$ cat config.mk
export PLATFORM = sky130hd
export DESIGN_NAME = ltc1865_ch_scheduler_flat
export DESIGN_NICKNAME = d
export VERILOG_FILES = /design/src/rtl/ltc1865_ch_scheduler_if.sv /design/src/rtl/ltc1865_ch_scheduler.sv /design/src/flat_wrapper.sv
export SDC_FILE = /design/constraint.sdc
export NUM_CORES = 1
export LEC_CHECK = 0
export ABC_CLOCK_PERIOD_IN_PS = 5300
export BUFFER_PORTS_ARGS = -buffer_cell sky130_fd_sc_hd__buf_2
export CAP_MARGIN = 20
export CORE_MARGIN = 2
export CORE_UTILIZATION = 58
export CTS_CLUSTER_SIZE = 10
export DETAILED_ROUTE_END_ITERATION = 10
export PLACE_DENSITY = 0.88
export REMOVE_ABC_BUFFERS = 1
export SYNTH_ARGS = -nofsm -noshare
export SYNTH_HDL_FRONTEND = slang
export SYNTH_SLANG_ARGS = --single-unit
$ cat constraint.sdc
create_clock -name i_clk -period 5.3 [get_ports i_clk]
set_clock_uncertainty 0.05 [all_clocks]
set_input_delay 1.06 -clock i_clk [delete_from_list [all_inputs] [get_ports i_clk]]
set_output_delay 1.06 -clock i_clk [all_outputs]
set_load 0.01 [all_outputs]
$ cat src/rtl/ltc1865_ch_scheduler_if.sv
// Handshake bundle between the channel scheduler and the LTC1865 ADC controller.
// master: scheduler side (drives enable/start/channel, receives frame data).
// slave:  ADC controller side.
interface ltc1865_ch_scheduler_if;
  logic        o_ctrl_en;
  logic        o_ctrl_txe_n;
  logic        o_ctrl_ch;
  logic        i_ctrl_rx_dv;
  logic [15:0] i_ctrl_data;

  modport master (
    output o_ctrl_en,
    output o_ctrl_txe_n,
    output o_ctrl_ch,
    input  i_ctrl_rx_dv,
    input  i_ctrl_data
  );

  modport slave (
    input  o_ctrl_en,
    input  o_ctrl_txe_n,
    input  o_ctrl_ch,
    output i_ctrl_rx_dv,
    output i_ctrl_data
  );
endinterface

$ cat src/rtl/ltc1865_ch_scheduler.sv
// LTC1865 channel scheduler: round-robins conversions over the enabled
// channels, enforces the inter-frame gap and a WAIT_DV timeout, and routes
// each returned word to the channel selected one frame earlier (the ADC
// returns the previous conversion). The first frame after IDLE is priming.
// Optional feature: define LTC1865_SCHED_AVG_EN to output the mean of every
// 4 accepted samples per channel instead of each sample.
module ltc1865_ch_scheduler #(
  parameter int unsigned GAP_CLK     = 8200,
  parameter int unsigned TIMEOUT_CLK = 16384
) (
  input  logic                         i_clk,
  input  logic                         i_rst,
  input  logic                         i_run,
  input  logic [1:0]                   i_ch_mask,
  ltc1865_ch_scheduler_if.master       ctrl,
  output logic [15:0]                  o_ch0_data,
  output logic [15:0]                  o_ch1_data,
  output logic                         o_ch0_dv,
  output logic                         o_ch1_dv,
  output logic                         o_timeout
);

  typedef enum logic [1:0] {
    S_IDLE,
    S_START,
    S_WAIT_DV,
    S_GAP
  } state_t;

  localparam logic [31:0] GAP_LAST = (GAP_CLK > 0)     ? 32'(GAP_CLK - 1)     : '0;
  localparam logic [31:0] TO_LAST  = (TIMEOUT_CLK > 0) ? 32'(TIMEOUT_CLK - 1) : '0;

  state_t      state_q, state_d;
  logic [31:0] cnt_q, cnt_d;
  logic        ch_q;
  logic        first_q;
  logic        prev_ch_q;
  logic        prev_valid_q;
  logic        run_q;
  logic        timeout_q;
  logic [15:0] ch0_data_q, ch1_data_q;
  logic        ch0_dv_q, ch1_dv_q;

  logic        sel_ch;
  logic        rx_fire;
  logic        accept;
  logic        timeout_fire;
  logic        go;

  assign go           = i_run && (i_ch_mask != 2'b00);
  assign rx_fire      = (state_q == S_WAIT_DV) && ctrl.i_ctrl_rx_dv;
  assign accept       = rx_fire && prev_valid_q;
  assign timeout_fire = (state_q == S_WAIT_DV) && !ctrl.i_ctrl_rx_dv && (cnt_q >= TO_LAST);

  // Channel choice for the current START: ch0 first after IDLE, then alternate
  // over enabled bits; an empty mask keeps the last channel.
  always_comb begin
    sel_ch = ch_q;
    unique case (i_ch_mask)
      2'b01:   sel_ch = 1'b0;
      2'b10:   sel_ch = 1'b1;
      2'b11:   sel_ch = first_q ? 1'b0 : ~ch_q;
      default: sel_ch = ch_q;
    endcase
  end

  // State and shared cycle counter registers.
  always_ff @(posedge i_clk or posedge i_rst) begin
    if (i_rst) begin
      state_q <= S_IDLE;
      cnt_q   <= '0;
    end else begin
      state_q <= state_d;
      cnt_q   <= cnt_d;
    end
  end

  // Next-state and saturating counter logic (counter restarts on each phase entry).
  always_comb begin
    state_d = state_q;
    cnt_d   = '0;
    unique case (state_q)
      S_IDLE: begin
        if (go) state_d = S_START;
      end
      S_START: begin
        state_d = S_WAIT_DV;
      end
      S_WAIT_DV: begin
        if (ctrl.i_ctrl_rx_dv) begin
          state_d = S_GAP;
        end else if (cnt_q >= TO_LAST) begin
          state_d = S_IDLE;
        end else begin
          cnt_d = (cnt_q == '1) ? cnt_q : cnt_q + 32'd1;
        end
      end
      S_GAP: begin
        if (cnt_q >= GAP_LAST) begin
          state_d = go ? S_START : S_IDLE;
        end else begin
          cnt_d = (cnt_q == '1) ? cnt_q : cnt_q + 32'd1;
        end
      end
      default: state_d = S_IDLE;
    endcase
  end

  // Controller-facing outputs; the channel is shown combinationally in START
  // and held in ch_q through WAIT_DV.
  always_comb begin
    ctrl.o_ctrl_en    = (state_q != S_IDLE);
    ctrl.o_ctrl_txe_n = (state_q != S_START);
    ctrl.o_ctrl_ch    = (state_q == S_START) ? sel_ch : ch_q;
  end

  // Channel selection and previous-frame tracking for the pipelined ADC.
  always_ff @(posedge i_clk or posedge i_rst) begin
    if (i_rst) begin
      ch_q         <= 1'b0;
      first_q      <= 1'b1;
      prev_ch_q    <= 1'b0;
      prev_valid_q <= 1'b0;
    end else begin
      if (state_q == S_START) begin
        ch_q    <= sel_ch;
        first_q <= 1'b0;
      end
      if (state_d == S_IDLE) begin
        first_q      <= 1'b1;
        prev_valid_q <= 1'b0;
      end else if (rx_fire) begin
        prev_ch_q    <= ch_q;
        prev_valid_q <= 1'b1;
      end
    end
  end

  // Sticky timeout flag, cleared on a rising edge of i_run.
  always_ff @(posedge i_clk or posedge i_rst) begin
    if (i_rst) begin
      run_q     <= 1'b0;
      timeout_q <= 1'b0;
    end else begin
      run_q <= i_run;
      if (timeout_fire) begin
        timeout_q <= 1'b1;
      end else if (i_run && !run_q) begin
        timeout_q <= 1'b0;
      end
    end
  end

`ifdef LTC1865_SCHED_AVG_EN
  logic [17:0] acc_q [2];
  logic [1:0]  n_q   [2];
  logic [17:0] sum;

  assign sum = acc_q[prev_ch_q] + {2'b00, ctrl.i_ctrl_data};

  // Per-channel 4-sample accumulator; emits sum>>2 with one dv per 4 samples.
  always_ff @(posedge i_clk or posedge i_rst) begin
    if (i_rst) begin
      for (int unsigned i = 0; i < 2; i++) begin
        acc_q[i] <= '0;
        n_q[i]   <= '0;
      end
      ch0_data_q <= '0;
      ch1_data_q <= '0;
      ch0_dv_q   <= 1'b0;
      ch1_dv_q   <= 1'b0;
    end else begin
      ch0_dv_q <= 1'b0;
      ch1_dv_q <= 1'b0;
      if (state_q == S_IDLE) begin
        for (int unsigned i = 0; i < 2; i++) begin
          acc_q[i] <= '0;
          n_q[i]   <= '0;
        end
      end else if (accept) begin
        if (n_q[prev_ch_q] == 2'd3) begin
          acc_q[prev_ch_q] <= '0;
          n_q[prev_ch_q]   <= '0;
          if (prev_ch_q) begin
            ch1_data_q <= sum[17:2];
            ch1_dv_q   <= 1'b1;
          end else begin
            ch0_data_q <= sum[17:2];
            ch0_dv_q   <= 1'b1;
          end
        end else begin
          acc_q[prev_ch_q] <= sum;
          n_q[prev_ch_q]   <= n_q[prev_ch_q] + 2'd1;
        end
      end
    end
  end
`else
  // Each accepted word goes straight to the previous frame's channel.
  always_ff @(posedge i_clk or posedge i_rst) begin
    if (i_rst) begin
      ch0_data_q <= '0;
      ch1_data_q <= '0;
      ch0_dv_q   <= 1'b0;
      ch1_dv_q   <= 1'b0;
    end else begin
      ch0_dv_q <= 1'b0;
      ch1_dv_q <= 1'b0;
      if (accept) begin
        if (prev_ch_q) begin
          ch1_data_q <= ctrl.i_ctrl_data;
          ch1_dv_q   <= 1'b1;
        end else begin
          ch0_data_q <= ctrl.i_ctrl_data;
          ch0_dv_q   <= 1'b1;
        end
      end
    end
  end
`endif

  assign o_ch0_data = ch0_data_q;
  assign o_ch1_data = ch1_data_q;
  assign o_ch0_dv   = ch0_dv_q;
  assign o_ch1_dv   = ch1_dv_q;
  assign o_timeout  = timeout_q;

endmodule

$ cat src/flat_wrapper.sv
// flat-port wrapper written by rule: the top's interface ports become plain ports
module ltc1865_ch_scheduler_flat 
#(
  parameter int unsigned GAP_CLK     = 8200,
  parameter int unsigned TIMEOUT_CLK = 16384
)
  (i_clk, i_rst, i_run, i_ch_mask, o_ch0_data, o_ch1_data, o_ch0_dv, o_ch1_dv, o_timeout, ctrl_o_ctrl_en, ctrl_o_ctrl_txe_n, ctrl_o_ctrl_ch, ctrl_i_ctrl_rx_dv, ctrl_i_ctrl_data);
  ltc1865_ch_scheduler_if ctrl_i ();
  input  logic i_clk;
  input  logic i_rst;
  input  logic i_run;
  input  logic [1:0] i_ch_mask;
  output logic [15:0] o_ch0_data;
  output logic [15:0] o_ch1_data;
  output logic o_ch0_dv;
  output logic o_ch1_dv;
  output logic o_timeout;
  output wire logic [$bits(ctrl_i.o_ctrl_en)-1:0] ctrl_o_ctrl_en;
  output wire logic [$bits(ctrl_i.o_ctrl_txe_n)-1:0] ctrl_o_ctrl_txe_n;
  output wire logic [$bits(ctrl_i.o_ctrl_ch)-1:0] ctrl_o_ctrl_ch;
  input wire logic [$bits(ctrl_i.i_ctrl_rx_dv)-1:0] ctrl_i_ctrl_rx_dv;
  input wire logic [$bits(ctrl_i.i_ctrl_data)-1:0] ctrl_i_ctrl_data;
  assign ctrl_o_ctrl_en = ctrl_i.o_ctrl_en;
  assign ctrl_o_ctrl_txe_n = ctrl_i.o_ctrl_txe_n;
  assign ctrl_o_ctrl_ch = ctrl_i.o_ctrl_ch;
  assign ctrl_i.i_ctrl_rx_dv = ctrl_i_ctrl_rx_dv;
  assign ctrl_i.i_ctrl_data = ctrl_i_ctrl_data;
  ltc1865_ch_scheduler #(.GAP_CLK(GAP_CLK), .TIMEOUT_CLK(TIMEOUT_CLK)) u_core (.i_clk(i_clk), .i_rst(i_rst), .i_run(i_run), .i_ch_mask(i_ch_mask), .ctrl(ctrl_i), .o_ch0_data(o_ch0_data), .o_ch1_data(o_ch1_data), .o_ch0_dv(o_ch0_dv), .o_ch1_dv(o_ch1_dv), .o_timeout(o_timeout));
endmodule
### Word-level counts from Yosys, hierarchy flattened

Index checks and enable logic that the tools add are counted.

| operators by class | value |
|---|---|
| add/subtract/negate cells | 1 |
| $lt $le $gt $ge | 2 |
| equality and inequality tests | 8 |
| mux-type cells | 24 |
| bitwise gates (word level) | 3 |
| reductions and logical operators | 18 |

Operators by type and width:

| cell | count |
|---|---|
| $mux 32 | 4 |
| $ge 32x14->1 const B | 2 |
| $pmux 32 s2 | 1 |
| $add 32x1->32 const B | 1 |
| $eq 32x32->1 const B | 1 |
| $mux 1 | 13 |
| $reduce_bool 2->1 | 5 |
| $eq 2x2->1 const B | 4 |
| $mux 2 | 4 |
| $pmux 2 s4 | 1 |
| $logic_and 1x1->1 | 6 |
| $reduce_and 2->1 | 3 |
| $eq 2x1->1 const B | 2 |
| $logic_not 2->1 | 2 |
| $not 1->1 | 3 |
| $pmux 1 s3 | 1 |
| $logic_not 1->1 | 2 |
| $ne 2x1->1 const B | 1 |

| word-level totals | value |
|---|---|
| register bits after elaboration | 74 |
| input port bits | 22 |
| word-level logic and storage cells | 68 |

### Longest topological paths before layout

| logic depth | value |
|---|---|
| depth after elaboration | 8 |
| mapped depth | 8 |
| mapped depth without buffers | 6 |

### Worst setup path before layout

No wires, ideal clock.

| timing path | value |
|---|---|
| path type | input-to-reg |
| start point | in ctrl_i_ctrl_rx_dv |
| end point | reg u_core.ch0_data_q[0] (netlist: u_core.o_ch0_data[0]) |
| arrival time | 2.325 ns |
| data required time | 5.125 ns |
| setup slack | 2.800 ns |
| stages on the path | 5 |
| path buffers | 2 |
| cells stage by stage | clkbuf_1 > nand2_1 > nor3b_2 > buf_6 > mux2_2 |

| on the way | value |
|---|---|
| cells in the longest elaborated chain, start to end | 3 |

RTL lines:

| element | line | text |
|---|---|---|
| start: declaration | flat_wrapper.sv:21 | `input wire logic [$bits(ctrl_i.i_ctrl_rx_dv)-1:0] ctrl_i_ctrl_rx_dv;` |
| $logic_and 1x1->1 | ltc1865_ch_scheduler.sv:51 | `assign rx_fire = (state_q == S_WAIT_DV) && ctrl.i_ctrl_rx_dv;` |
| $logic_and 1x1->1 | ltc1865_ch_scheduler.sv:52 | `assign accept = rx_fire && prev_valid_q;` |
| $reduce_and 2->1 (no source line) | -- |  |
| end signal: assignment | ltc1865_ch_scheduler.sv:214 | `ch0_data_q <= ctrl.i_ctrl_data;` |
| end: declaration | ltc1865_ch_scheduler.sv:41 | `logic [15:0] ch0_data_q, ch1_data_q;` |

Every way passes these cells.
A chain may end at the register's enable or synchronous reset.

### Worst setup path in the final report

| timing path | value |
|---|---|
| start point | reg u_core.state_q[0] |
| end point | out ctrl_o_ctrl_ch |

| on the way | value |
|---|---|
| cells in the longest elaborated chain, start to end | 2 |

RTL lines:

| element | line | text |
|---|---|---|
| start: declaration | ltc1865_ch_scheduler.sv:33 | `state_t state_q, state_d;` |
| start signal: assignment | ltc1865_ch_scheduler.sv:73 | `state_q <= state_d;` |
| $eq 2x1->1 | ltc1865_ch_scheduler.sv:114 | `ctrl.o_ctrl_ch = (state_q == S_START) ? sel_ch : ch_q;` |
| $mux 1 | -- |  |
| end: declaration | flat_wrapper.sv:20 | `output wire logic [$bits(ctrl_i.o_ctrl_ch)-1:0] ctrl_o_ctrl_ch;` |

Every way passes these cells.

==> results.sh <==
export IMPL_status="finished clean"
export IMPL_hold_buffers=0
export IMPL_synthDistinctLibCells=48
export IMPL_crit_arrival_ns=1.65
export IMPL_grt_pass1_vias=2252
export IMPL_fmax_ghz=0.3624
export IMPL_period_minus_slack_ns=2.760
export IMPL_vias_per_cell=5.366
export IMPL_r2r_cells=6
export IMPL_h_tree_depth=3
export IMPL_tns_ns=0
export IMPL_antenna_left=0
export IMPL_hp_class="reg2reg"
export IMPL_critPathLaunch="u_core.state_q[0]$_DFF_PP0_"
export IMPL_finalNetCount=372
export IMPL_ctsRootBufferMaster="clkbuf_8"
export IMPL_period_share=0.5207
export IMPL_cp_end_kind="output pin"
export IMPL_ys_ff_latch=74
export IMPL_layout_drive_gt1_share=0.2910
export IMPL_wl_per_cell_um=14.12
export IMPL_r2r_end="u_core.cnt_q[1]$_DFF_PP0_"
export IMPL_drc=0
export IMPL_path_clk_slew_ns=0.08
export IMPL_final_cell_mix="73 x dfrtp_1, 59 x buf_2, 56 x nand2_1"
export IMPL_clkSinkCount=74
export IMPL_overflow=0
export IMPL_fin_area_um2=3636
export IMPL_leakagePower_nw=1.825
export IMPL_clock_latency_ns=0.34
export IMPL_ir_drop_uv=325.3
export IMPL_syn_to_final_growth_pct=20.68
export IMPL_antenna_cells=0
export IMPL_synthArstFlopShare=1.000
export IMPL_start_kind="flop"
export IMPL_core_area_um2=5075
export IMPL_place_gp_congestion=0.7929
export IMPL_synth_avg_cell_area_um2=11.24
export IMPL_endpoint="ctrl_o_ctrl_ch"
export IMPL_grtUsageTotal=0.2233
export IMPL_worst_pin_slew_ns=0.6254
export IMPL_vias=2275
export IMPL_io_buffers=59
export IMPL_cts_setup_buffers=0
export IMPL_dieArea_um2=5787
export IMPL_start_util=0.5937
export IMPL_cts_resized=0
export IMPL_drtPass1Iterations=4
export IMPL_max_slew_margin=0.5831
export IMPL_tritoncts_num_buffers=9
export IMPL_die_w_um=76.08
export IMPL_hold_viol=0
export IMPL_yosys_warnings=0
export IMPL_drv_slew=0
export IMPL_routed_wl_um=5986
export IMPL_grt_max_degree=46
export IMPL_chipHeight_um=76.08
export IMPL_drv_cap=0
export IMPL_criticalPathCategory="reg2out"
export IMPL_antenna_found_initial=0
export IMPL_hpwl_um=4144
export IMPL_synth_ff_type="dfrtp_1"
export IMPL_cts_tree="built"
export IMPL_r2r_start="u_core.cnt_q[0]$_DFF_PP0_"
export IMPL_dpl_cell_area_um2=3418
export IMPL_synth_edf_count=0
export IMPL_rsz0062_at_grt="false"
export IMPL_regToRegSetupSlack_ns=3.08
export IMPL_critPathRequiredTime_ns=4.19
export IMPL_ys_seq_area_frac=0.6150
export IMPL_num_rows=26
export IMPL_power_density_nw_per_um2=464.6
export IMPL_layout_commonest_cell="dfrtp_1"
export IMPL_crit_fanout=10
export IMPL_netlist_instances=268
export IMPL_drtIter0Drc=217
export IMPL_grt_pass1_wl_um=10270
export IMPL_setup_violations_final=0
export IMPL_syn_cell_area_um2=3013
export IMPL_ctsLongestPathBuffers=2
export IMPL_ios=60
[cell usage after synthesis, types with 2 or more instances]
cell type,count,area share
dfrtp_1,73,0.61
nand2_1,56,0.070
mux2_2,18,0.067
a21oi_1,15,0.025
nor2_1,12,0.015
nand4_1,9,0.019
o21ai_0,8,0.013
nand3_1,6,0.010
nor3_1,5,0.0083
nor4_1,5,0.010
or3_1,5,0.010
and3_1,4,0.0083
inv_1,4,0.0050
or4_1,4,0.010
buf_6,3,0.011
o31ai_1,3,0.0075
and2_1,2,0.0042
and2b_1,2,0.0050
and4_1,2,0.0058
buf_2,2,0.0033
clkbuf_1,2,0.0025
nand2b_1,2,0.0042
[flip-flops by register name (all words and copies together) (netlist names)]
signal               count
u_core.cnt_q            32
u_core.o_ch0_data       16
u_core.o_ch1_data       16
u_core.state_q           2
u_core.ch_q              1
u_core.first_q           1
u_core.o_ch0_dv          1
u_core.o_ch1_dv          1
u_core.o_timeout         1
u_core.prev_ch_q         1
u_core.prev_valid_q      1
u_core.run_q             1
[metrics by stage]
stage	total power, W	utilization	hold WS (ns)	setup slack, ns	cells
3_3_place_gp	0.001193	0.6736	0.4040	2.705	408
2_1_floorplan	0.001028	-	0.3918	2.310	276
4_1_cts	0.001698	0.7165	0.4286	2.528	424
6_report	0.001689	0.7165	0.4280	2.540	424
3_5_place_dp	0.001223	0.6736	0.4077	2.662	408
5_1_grt	0.001781	0.7165	0.4560	2.431	424
[cells by family after synthesis]
logic type / count (synthesis) / synth area share
simple gates: 123 / 0.2089
flops: 74 / 0.6150
compound gates: 34 / 0.06687
mux: 19 / 0.07060
buf+inv: 14 / 0.02741
xor+xnor: 2 / 0.005815
fa+ha+maj: 1 / 0.004152
other cells: 1 / 0.001245
[layout make-up]
cell class / instances / area (µm²)
multi-input cells: 197 / 1141
well taps: 70 / 87.58
clock inverters: 6 / 90.09
fillers: 359 / 1439
clock buffers: 10 / 127.6
repair buffers: 62 / 317.8
inverters: 5 / 18.77
flip-flops and latches: 74 / 1853
[worst min-delay path by stage]
stage / from / cells after the start / slack, ns / to
2_1_floorplan: u_core.run_q$_DFF_PP0_ / 2 / 0.39 / u_core.o_timeout$_DFFE_PP0P_
3_3_place_gp: u_core.o_ch1_data[10]$_DFFE_PP0P_ / 2 / 0.40 / u_core.o_ch1_data[10]$_DFFE_PP0P_
3_5_place_dp: u_core.o_ch1_data[5]$_DFFE_PP0P_ / 2 / 0.41 / u_core.o_ch1_data[5]$_DFFE_PP0P_
4_1_cts: u_core.o_ch1_data[14]$_DFFE_PP0P_ / 2 / 0.43 / u_core.o_ch1_data[14]$_DFFE_PP0P_
5_1_grt: u_core.o_ch1_data[14]$_DFFE_PP0P_ / 2 / 0.46 / u_core.o_ch1_data[14]$_DFFE_PP0P_
6_report: u_core.o_ch1_data[14]$_DFFE_PP0P_ / 2 / 0.43 / u_core.o_ch1_data[14]$_DFFE_PP0P_
[critical path: stages (launching register included)]
cell and delay (ns):
dfrtp_1 0.48, nor2b_1 0.21, mux2_2 0.28, a21oi_1 0.18, buf_2 0.16
[report_power, final]
part / switching, W / internal, W / total (W)
clock: 0.000209 / 0.000267 / 0.000476
sequential: 0.0000928 / 0.000708 / 0.000801
combinational: 0.000217 / 0.000196 / 0.000413
[layer usage]
| layer | vias up | part of all wire | GRT usage |
|---|---|---|---|
| met3 | 11 | 0.038 | 0.06161 |
| met1 | 1122 | 0.42 | 0.2856 |
| li1 | 1088 | - | - |
| met4 | 0 | 0.019 | 0.09455 |
| met2 | 54 | 0.52 | 0.3625 |
| met5 | - | 0 | 0 |
No activity file was read; power rests on OpenSTA's default activity.
